`src/rtl/sysid_read_sequencer.sv`:
```
// sysid_read_sequencer
// Reads the system-ID word (address 0) and the build-timestamp word (address 1)
// over a minimal Avalon-MM read master. It compares both words with the expected
// values and reports the result. Each read attempt is bounded by a waitrequest
// timeout. A timed-out attempt is retried after a one-cycle gap with avm_read low.
// When the retries for a word run out, the sequence aborts with timeout_err.
//
// Ports
//   clock, reset_n       single rising-edge clock, async active-low reset
//   start                one-cycle request; accepted only in IDLE
//   avm_address/avm_read read master: address 0 = ID, 1 = timestamp
//   avm_readdata         read data, valid when avm_read=1 and waitrequest=0
//   avm_waitrequest      slave stall
//   busy, done           busy outside IDLE; done pulses once at the end
//   id_ok, ts_ok         compare results registered in CHECK
//   timeout_err          retries for a word exhausted
//   id_value, ts_value   last captured words
module sysid_read_sequencer #(
  parameter logic [31:0] EXPECTED_ID    = 32'h0000_0000,
  parameter logic [31:0] EXPECTED_TS    = 32'd1485636471,
  parameter int unsigned TIMEOUT_CYCLES = 16,
  parameter int unsigned MAX_RETRIES    = 2
) (
  input  logic        clock,
  input  logic        reset_n,
  input  logic        start,
  output logic        avm_address,
  output logic        avm_read,
  input  logic [31:0] avm_readdata,
  input  logic        avm_waitrequest,
  output logic        busy,
  output logic        done,
  output logic        id_ok,
  output logic        ts_ok,
  output logic        timeout_err,
  output logic [31:0] id_value,
  output logic [31:0] ts_value
);

  typedef enum logic [2:0] {IDLE, RD_ID, RD_TS, CHECK, FINISH} state_t;

  localparam logic [7:0] TMO_LAST  = 8'(TIMEOUT_CYCLES - 1);
  localparam logic [2:0] RETRY_MAX = 3'(MAX_RETRIES);

  state_t      state, state_nxt;
  logic        gap;        // one-cycle read-low slot between retry attempts
  logic [7:0]  tmo_cnt;
  logic [2:0]  retry_cnt;
  logic        rd_state, ack, hit, exhaust;

  always_ff @(posedge clock or negedge reset_n) begin
    if (!reset_n) state <= IDLE;
    else          state <= state_nxt;
  end

  // Outputs are decoded from registered state. Async reset therefore forces
  // them low at once, with no clock edge needed.
  always_comb begin
    state_nxt   = state;
    rd_state    = (state == RD_ID) || (state == RD_TS);
    avm_read    = rd_state && !gap;
    avm_address = (state == RD_TS);
    busy        = (state != IDLE);
    done        = (state == FINISH);
    ack         = avm_read && !avm_waitrequest;
    // The attempt ends on the stalled cycle that brings the count to TIMEOUT_CYCLES.
    hit         = avm_read && avm_waitrequest && (tmo_cnt == TMO_LAST);
    exhaust     = hit && (retry_cnt == RETRY_MAX);
    case (state)
      IDLE:   if (start) state_nxt = RD_ID;
      RD_ID:  if (ack) state_nxt = RD_TS;
              else if (exhaust) state_nxt = FINISH;
      RD_TS:  if (ack) state_nxt = CHECK;
              else if (exhaust) state_nxt = FINISH;
      CHECK:  state_nxt = FINISH;
      FINISH: state_nxt = IDLE;
      default: state_nxt = IDLE;
    endcase
  end

  always_ff @(posedge clock or negedge reset_n) begin
    if (!reset_n) begin
      id_ok       <= 1'b0;
      ts_ok       <= 1'b0;
      timeout_err <= 1'b0;
      id_value    <= '0;
      ts_value    <= '0;
      tmo_cnt     <= '0;
      retry_cnt   <= '0;
      gap         <= 1'b0;
    end else if (state == IDLE && start) begin
      id_ok       <= 1'b0;
      ts_ok       <= 1'b0;
      timeout_err <= 1'b0;
      tmo_cnt     <= '0;
      retry_cnt   <= '0;
      gap         <= 1'b0;
    end else if (rd_state) begin
      if (gap) begin
        gap <= 1'b0;
      end else if (ack) begin
        tmo_cnt <= '0;
        if (state == RD_ID) begin
          id_value  <= avm_readdata;
          retry_cnt <= '0;           // the timestamp word gets its own retry budget
        end else begin
          ts_value  <= avm_readdata;
        end
      end else if (hit) begin
        tmo_cnt <= '0;
        if (exhaust) timeout_err <= 1'b1;   // abort; ok flags and ts_value stay as they are
        else begin
          retry_cnt <= retry_cnt + 3'd1;
          gap       <= 1'b1;
        end
      end else begin
        tmo_cnt <= tmo_cnt + 8'd1;
      end
    end else if (state == CHECK) begin
      id_ok <= (id_value == EXPECTED_ID);
      ts_ok <= (ts_value == EXPECTED_TS);
    end
  end

endmodule

```
`config.mk`:
```
export PLATFORM = sky130hd
export DESIGN_NAME = sysid_read_sequencer
export DESIGN_NICKNAME = d
export VERILOG_FILES = /design/src/rtl/sysid_read_sequencer.sv
export SDC_FILE = /design/constraint.sdc
export NUM_CORES = 1
export LEC_CHECK = 0
export CORE_MARGIN = 2
export CORE_UTILIZATION = 53
export CTS_BUF_LIST = sky130_fd_sc_hd__clkbuf_8
export DETAILED_ROUTE_END_ITERATION = 8
export PLACE_DENSITY_LB_ADDON = 0.05
export SLEW_MARGIN = 20
export SYNTH_ARGS = -nofsm -noshare
export SYNTH_HDL_FRONTEND = slang
export SYNTH_SLANG_ARGS = --single-unit
```
`constraint.sdc`:
```
create_clock -name clock -period 3.51 [get_ports clock]
set_input_delay 0.702 -clock clock [delete_from_list [all_inputs] [get_ports clock]]
set_output_delay 0.702 -clock clock [all_outputs]
set_load 0.05 [all_outputs]
```
[Word level (Yosys, flattened, before mapping)]
Cells that the tools add are included.
Storage, ports and cells
  logic and storage cells: 85
  register bits: 82
  input bits: 36
Operators by class
  eq/ne operators: 13
  mux-type cells: 35
  $add $sub $neg: 2
  reductions and logical operators: 23
  bitwise operators: 3
Operators by type and width (count)
  8-bit two-way mux: 5
  3-bit two-way mux: 11
  32-bit by 31-bit == test with 1-bit output, second input constant: 1
  32-bit logical NOT: 1
  5-bit AND reduction: 4
  1-bit two-way mux: 18
  3-bit one-hot mux with 4 select lines: 1
  3-bit by 2-bit == test with 1-bit output, second input constant: 3
  8-bit by 1-bit adder with 8-bit output, second input constant: 1
  8-bit by 4-bit == test with 1-bit output, second input constant: 1
  2-bit nonzero test: 4
  1-bit logical AND: 6
  2-bit by 1-bit != test with 1-bit output, second input constant: 3
  3-bit nonzero test: 2
  2-bit AND reduction: 2
  3-bit by 1-bit adder with 3-bit output, second input constant: 1
  3-bit by 1-bit == test with 1-bit output, second input constant: 1
  3-bit == test, second input constant: 1
  3-bit logical NOT: 1
  3-bit by 1-bit != test with 1-bit output, second input constant: 1
  3-bit by 2-bit != test with 1-bit output, second input constant: 1
  1-bit NOT: 3
  1-bit logical NOT: 2
  2-bit != test, second input constant: 1
  1-bit logical OR: 1

[Longest topological paths before layout]
Gate-level depths: netlist of run 1.
  depth in word-level cells: 12
  mapped depth: 7

[Least setup slack after synthesis of run 1]
No wires, ideal clock.
  kind: reg2out
  start point: register state[2]
  end point: output port done
  required time: 2.808 ns
  cell stages (with the launch flop): 4
  slack: 1.016 ns
  arrival: 1.792 ns
  path buffers: 1
  cell sequence: dfrtp_1 clkbuf_1 inv_1 nor3_1
Between the ends
  cells in the longest elaborated chain, start to end: 1
Ends and longest elaborated chain
  start: declaration: RTL line 45  | state_t state, state_nxt;
  start signal: assignment: RTL line 53  | else state <= state_nxt;
  3-bit == test: RTL line 64  | done = (state == FINISH);
  end: declaration: RTL line 32  | output logic done,
No other way between the ends.

[Worst setup path in the final report of run 1]
  start point: register state[1]
  end point: output port avm_read
Between the ends
  cells in the longest elaborated chain, start to end: 3
Ends and longest elaborated chain
  3-bit by 1-bit == test with 1-bit output or 3-bit by 2-bit == test with 1-bit output (tied branches): RTL line 60  | rd_state = (state == RD_ID) || (state == RD_TS);
  1-bit logical OR (*): RTL line 60
  1-bit logical AND (*): RTL line 61  | avm_read = rd_state && !gap;
  end: declaration: RTL line 28  | output logic avm_read,
Every way passes the cells marked *; elsewhere a longest branch is shown, timed or not.

==> PnR_summary.wiki, run 1 <==
{| class="wikitable"
! Metric !! Value
|-
| Count of final setup violators || 0
|-
| H-tree levels || 3
|-
| Total design power || 0.00546 W
|-
| Power per cell area || 1100 nW/um2
|-
| Part of the total power dissipated in the clock network || 13.5%
|-
| Net Sw Frac || 48.8%
|-
| Distinct cells, synth || 49
|-
| Synth Area in Adders || 1.04%
|-
| Final layout net count || 489
|-
| Post-synthesis compound-gate area fraction || 5.30%
|-
| Post-detailed-route via-to-cell ratio || 5.40
|-
| Gates resized, CTS repair || 0
|-
| Cell Int Power || 0.00279 W
|-
| LEAKAGE || 2.20 nW
|-
| Number of enable-type register cells in the synthesized netlist || 0
|-
| Setup TNS Final || 0 ns
|-
| Placer Congestion || 0.813
|-
| Register bit total from synthesis || 82
|-
| Layout-stage area growth over the synthesis result || 37.3%
|-
| 1st-pass router iterations || 4
|-
| Share of Yosys cell area claimed by the top area cell type || 56.8%
|-
| Sequential cell area fraction in the yosys report || 56.8%
|-
| Pin count of the biggest net entering global routing || 83
|-
| CORE AREA || 6680 um2
|-
| Worst slack at placement || 0.723 ns
|-
| Worst-case clock skew || 0.0105 ns
|-
| Max Cap Viol || 0
|-
| Max Clk Rate || 0.317 GHz
|-
| Global route total overflow || 0
|-
| TritonCTS Buffers || 9
|-
| Initial core utilization || 54.0%
|-
| Transition time of the tightest slew-check pin || 0.735 ns
|-
| PortBufs || 106
|-
| Area contributors post-synth || sky130_fd_sc_hd__dfrtp_1, sky130_fd_sc_hd__nand2_1, sky130_fd_sc_hd__mux2_2, sky130_fd_sc_hd__nor4_1, sky130_fd_sc_hd__nor2_1
|-
| Count of nets left with antenna violations after detail routing || 0
|-
| Cell area after synthesis || 3610 um2
|-
| Highest-delay cell along the critical path || sky130_fd_sc_hd__clkdlybuf4s50_1
|-
| Slew Limit Headroom || 51.0%
|-
| Unrepaired setup endpoints after global routing || false
|-
| Mean instance size in the synthesized netlist || 10.5 um2
|-
| Critical path launch point type || flip-flop
|-
| CP bufs+invs || 2
|-
| Family of cells with the greatest summed delay on the critical path || buffers and inverters
|-
| Post-route insts no fill || 535
|-
| Maximum clock insertion buffer count || 2
|-
| Share of layout cells above drive strength 1 || 13.2%
|-
| Die Span Y || 86.5 um
|-
| Status || complete, no violations
|-
| Cell breakdown of the critical path || xnor2_1, or3_1, inv_1, clkdlybuf4s50_1
|-
| Routed wire length || 8670 um
|-
| Largest area contributor in the netlist || sky130_fd_sc_hd__dfrtp_1
|-
| Worst path max stage delay || 0.80 ns
|-
| Setup bufs post-CTS || 0
|-
| Minimum period implied by the final worst setup slack || 3.15 ns
|-
| Horizontal extent of the die || 86.5 um
|-
| Placed instance count || 519
|-
| Global-route wire length before repair || 14,100 um
|-
| Largest family of logic cells by synthesized area || simple AND/OR/NAND/NOR gates
|-
| Portion of total power attributed to sequential cells || 31.0%
|-
| Clock-pin slew of the registers on the worst-case setup and hold paths || 0.08 ns
|-
| Final Hold Viols || 0
|-
| Cells after synthesis || 343
|-
| Net load switching power || 0.00266 W
|-
| Clock tree from TritonCTS || done
|-
| Vias in the first global route || 2,854
|-
| Category of the worst setup path capture point || output pin
|-
| Total global-route track usage || 24.7%
|-
| Post-route DRC || 0
|-
| Overall via count from detail_route || 2,890
|-
| Post-Synth XOR/XNOR Area || 1.70%
|-
| Die Outline Area || 7490 um2
|-
| Mean routed wirelength per cell || 16.2 um
|-
| Simple-Gate Fraction of Synth Area || 22.1%
|-
| Placement row count || 30
|-
| Final worst path period share || 89.7%
|-
| Fin. max-slew vios || 0
|-
| Number of placed I/O pins || 107
|-
| Warnings from Yosys || 0
|-
| Worst Path Arrival || 2.45 ns
|-
| Mux contribution to synthesized area || 10.4%
|-
| Source-to-sink clock delay at the later pin of the worst-skew pair || 0.35 ns
|-
| Antenna cell count || 0
|-
| Setup WS post-layout || 0.360 ns
|-
| Number of hold buffers added after cts || 0
|-
| Initial drt markers || 125
|-
| Cell types with the highest counts after synthesis || sky130_fd_sc_hd__nand2_1, sky130_fd_sc_hd__dfrtp_1, sky130_fd_sc_hd__mux2_2
|-
| WS Path Type || flip-flop to output pin
|-
| CTS Root Buffer Type || sky130_fd_sc_hd__clkbuf_8
|-
| Maximum ir drop on the vdd rail || 0.000662 V
|-
| Most frequent cell after synthesis || sky130_fd_sc_hd__nand2_1
|-
| Net count after synthesis || 382
|-
| Classification of the worst-slack hold path || primary input to asynchronous set/reset pin
|-
| Comb power frac || 55.5%
|-
| Clock Sinks || 82
|-
| Data required time at the worst endpoint || 2.81 ns
|-
| Fraction of synthesis flops using an asynchronous set or reset pin || 100%
|-
| Final core area utilization || 74.2%
|-
| Highest fanout seen on the critical path || 15
|-
| Sum of net half-perimeters after detailed placement || 6170 um
|-
| Initial antenna violation count || 0
|-
| Most used flip-flop cell after synthesis || sky130_fd_sc_hd__dfrtp_1
|}
path summary, 6_finish.rpt:
path,to,cells after the start,slack [ns],startpoint
max in group asynchronous,id_value[31],1,2.62,reset_n
worst max-delay path,avm_read,4,0.36,state[1]
worst min-delay path,ts_value[10],1,0.37,reset_n
worst min register to register,ts_value[4],2,0.51,ts_value[4]
worst max register to register,id_value[27],4,1.33,state[1]
min in group clock,ts_value[4],2,0.51,ts_value[4]
layout make-up:
cell class	count	area, um2
clock buffers	13	179
clock inverters	3	45.0
fillers	511	1720
inverters	5	18.8
multi-input cells	242	1470
flip-flops and latches	82	2050
well taps	80	100
repair buffers	110	1090
cells by family after synthesis:
| group | count (synthesis) |
|---|---|
| adder cells (fa/ha/maj) | 3 |
| flip-flops | 82 |
| multiplexers | 33 |
| AO/OA/AOI/OAI | 27 |
| buffers and inverters | 19 |
| AND/OR/NAND/NOR | 172 |
| XOR/XNOR | 7 |
layer usage:
metal  global-route usage (%)  wire length (um)
met3                     6.67               496
met2                     39.6              4290
met4                     7.81                77
met1                     32.9              3810
met5                        0                 0
state kept, by name, summed over array words and instances (netlist names):
| signal | flops |
|---|---|
| timeout_err | 1 |
| retry_cnt | 3 |
| id_ok | 1 |
| id_value | 32 |
| tmo_cnt | 8 |
| ts_ok | 1 |
| ts_value | 32 |
| state | 3 |
| gap | 1 |
stage by stage:
stage | hold WS, ns | area (um2)
final | 0.365 | 4960
after CTS | 0.504 | 4950
after detailed placement | 0.487 | 4730
after global placement | 0.479 | 4730
after global routing | 0.424 | 4960
after floorplan | 0.406 | 3610
worst register-to-register path: stages (launching register included):
cell and delay (ns):
sky130_fd_sc_hd__dfrtp_1 0.52, sky130_fd_sc_hd__or4b_1 0.64, sky130_fd_sc_hd__nor2_4 0.10, sky130_fd_sc_hd__buf_4 0.38
sky130_fd_sc_hd__mux2_2 0.42
placed cells by master (no fill, tap or decap), types with 4 or more instances in the layout:
| cell type | count |
|---|---|
| sky130_fd_sc_hd__a21oi_1 | 8 |
| sky130_fd_sc_hd__buf_4 | 4 |
| sky130_fd_sc_hd__clkbuf_8 | 13 |
| sky130_fd_sc_hd__clkdlybuf4s50_1 | 105 |
| sky130_fd_sc_hd__dfrtp_1 | 82 |
| sky130_fd_sc_hd__inv_1 | 5 |
| sky130_fd_sc_hd__mux2_2 | 32 |
| sky130_fd_sc_hd__nand2_1 | 108 |
| sky130_fd_sc_hd__nand4_1 | 5 |
| sky130_fd_sc_hd__nor2_1 | 15 |
| sky130_fd_sc_hd__nor3_1 | 4 |
| sky130_fd_sc_hd__nor4_1 | 10 |
| sky130_fd_sc_hd__o21ai_0 | 4 |
| sky130_fd_sc_hd__xnor2_1 | 4 |
power by group through the flow:
stage               Combinational (W)  Clock, W  Sequential [W]
global placement              0.00299         0         0.00168
global route                  0.00319  0.000791         0.00175
detailed placement            0.00304         0         0.00170
finish                        0.00303  0.000739         0.00169
CTS                           0.00305  0.000752         0.00169
floorplan                    0.000852         0         0.00284
(Power assumes the default switching activity.)
==> inputs of run 2 (changes only) <==
- SKIP_LAST_GASP: not set -> 1
==> results of run 2 <==
Final layout, timing and power as in run 1 (identical DEF).
==> inputs of run 3 (changes only) <==
- CORE_UTILIZATION: 53 -> 45
- TNS_END_PERCENT: not set -> 1
==> PnR_summary.wiki, run 3 (same netlist as run 1, synthesis figures left out) <==
{| class="wikitable"
! Metric !! Value
|-
| Highest-count cells in the layout ignoring fill and taps || sky130_fd_sc_hd__nand2_1, sky130_fd_sc_hd__clkdlybuf4s50_1, sky130_fd_sc_hd__dfrtp_1
|-
| Portion of total power attributed to sequential cells || 31.0%
|-
| Worst-case clock skew || 0.00865 ns
|-
| H-tree levels || 3
|-
| Worst path max stage delay || 0.80 ns
|-
| Status || complete, no violations
|-
| Unrepaired setup endpoints after global routing || false
|-
| 1st-pass router iterations || 4
|-
| Post-route insts no fill || 557
|-
| Die Span Y || 93.6 um
|-
| Total design power || 0.00545 W
|-
| Initial antenna violation count || 0
|-
| Number of placed I/O pins || 107
|-
| Clock tree from TritonCTS || done
|-
| Worst Path Arrival || 2.42 ns
|-
| Post-detailed-route via-to-cell ratio || 5.12
|-
| Register-to-Register Path Depth || 4
|-
| Reg2reg start || state[1]
|-
| Number of hold buffers added after cts || 0
|-
| Comb power frac || 55.3%
|-
| Data required time at the worst endpoint || 2.81 ns
|-
| Transition time of the tightest slew-check pin || 0.736 ns
|-
| Category of the worst setup path capture point || output pin
|-
| Global-route wire length before repair || 14,600 um
|-
| Total global-route track usage || 21.5%
|-
| Gates resized, CTS repair || 0
|-
| Placed instance count || 541
|-
| Largest registers || id_value x32, ts_value x32, tmo_cnt x8
|-
| Setup WS post-layout || 0.387 ns
|-
| Classification of the worst-slack hold path || primary input to asynchronous set/reset pin
|-
| Post-route DRC || 0
|-
| Minimum period implied by the final worst setup slack || 3.12 ns
|-
| Worst slack at placement || 0.749 ns
|-
| Overall via count from detail_route || 2,852
|-
| Worst R2R End || id_value[25]
|-
| Global route total overflow || 0
|-
| CORE AREA || 7770 um2
|-
| Highest fanout seen on the critical path || 15
|-
| Cell Int Power || 0.00280 W
|-
| Met3 demand-to-capacity share in global routing || 5.96%
|-
| Critical path launch point type || flip-flop
|-
| TritonCTS Buffers || 9
|-
| Routed wire length || 8710 um
|-
| LEAKAGE || 2.21 nW
|-
| Final Instance Area || 4980 um2
|-
| Highest-delay cell along the critical path || sky130_fd_sc_hd__clkdlybuf4s50_1
|-
| Leading cell type in the layout, fill and taps excluded || sky130_fd_sc_hd__nand2_1
|-
| Area occupied by multi-input gates || 1470 um2
|-
| Sequential cell area || 2050 um2
|-
| Initial core utilization || 46.5%
|-
| Max Clk Rate || 0.320 GHz
|-
| Mean routed wirelength per cell || 15.6 um
|-
| Fraction of met1 tracks used by global routing || 29.6%
|-
| Slew Limit Headroom || 50.9%
|-
| Max Cap Viol || 0
|-
| Cell breakdown of the critical path || xnor2_1, or3_1, inv_1, clkdlybuf4s50_1
|-
| Placement row count || 32
|-
| Final layout net count || 489
|-
| Horizontal extent of the die || 93.6 um
|-
| Met2 layer usage reported by global route || 33.5%
|-
| Fin. max-slew vios || 0
|-
| Final Hold Viols || 0
|-
| Die Outline Area || 8750 um2
|-
| Setup bufs post-CTS || 0
|-
| Placer Congestion || 0.805
|-
| Setup TNS Final || 0 ns
|-
| Placed Instance Area || 4760 um2
|-
| Clock Sinks || 82
|-
| Net Sw Frac || 48.6%
|-
| Count of final setup violators || 0
|-
| Share of layout cells above drive strength 1 || 13.0%
|-
| Source-to-sink clock delay at the later pin of the worst-skew pair || 0.34 ns
|-
| Maximum clock insertion buffer count || 2
|-
| Count of nets left with antenna violations after detail routing || 0
|-
| Antenna cell count || 0
|-
| Final worst path period share || 89.0%
|-
| Sum of net half-perimeters after detailed placement || 6160 um
|-
| Register-to-register setup slack || 1.32 ns
|-
| Pin count of the biggest net entering global routing || 83
|-
| Most heavily used metal layer in global routing || met2
|-
| Initial drt markers || 100
|-
| Power per cell area || 1090 nW/um2
|-
| CTS Root Buffer Type || sky130_fd_sc_hd__clkbuf_8
|-
| Vias in the first global route || 2,883
|-
| Fillers || 670
|-
| PortBufs || 106
|-
| WS Path Type || flip-flop to output pin
|-
| Net load switching power || 0.00265 W
|-
| Part of the total power dissipated in the clock network || 13.8%
|-
| Maximum ir drop on the vdd rail || 0.000752 V
|-
| Clock-pin slew of the registers on the worst-case setup and hold paths || 0.08 ns
|-
| Layout-stage area growth over the synthesis result || 38.0%
|}
run 3: cell types whose count changed in the layout (fill, tap and decap cells not counted), sizes merged:
cell / before / now
clkinvlp: 2 / 1
clkinv: 0 / 2
clkbuf: 13 / 10
inv: 5 / 6
bufinv: 1 / 2
run 3: area by class of cell:
class,instances,area share [%]
sequential,82,41.2
inverter,5,0.377
timing repair buffer,110,21.9
multi-input combinational,242,29.5
clock buffer,10,2.76
tap,102,2.56
clock inverter,6,1.63
run 3: layer usage:
layer	vias to the layer above	wire, um
met5	-	0
met1	1397	4000
met3	7	462
met4	0	93
li1	1378	-
met2	70	4150
run 3: worst max-delay path by stage:
stage / from / end / slack (ns) / cells after the start
finish: state[1] / avm_read / 0.39 / 4
global placement: avm_waitrequest / id_value[17] / 0.77 / 5
detailed placement: avm_waitrequest / id_value[25] / 0.75 / 5
global route: state[1] / avm_read / 0.25 / 4
CTS: state[1] / avm_read / 0.37 / 4
floorplan: state[2] / done / 1.02 / 3
run 3: power by group through the flow:
stage / registers, W / logic [W] / clock network (W)
after floorplan: 0.00284 / 0.000852 / 0
after CTS: 0.00169 / 0.00304 / 0.000763
after global routing: 0.00175 / 0.00319 / 0.000809
final: 0.00169 / 0.00301 / 0.000749
after global placement: 0.00169 / 0.00300 / 0
after detailed placement: 0.00170 / 0.00303 / 0
run 3: critical path: cells and delay by family (launching register included):
| kind | cells | cell delay (ns) |
|---|---|---|
| buf+inv | 2 | 0.91 |
| simple gates | 1 | 0.44 |
| xor+xnor | 1 | 0.20 |
| flops | 1 | 0.53 |
run 3: through the flow:
step	hold slack, ns	utilization [%]
after detailed placement	0.481	61.2
after CTS	0.501	64.1
after floorplan	0.406	-
after global placement	0.478	61.2
after global routing	0.433	64.1
final	0.381	64.1
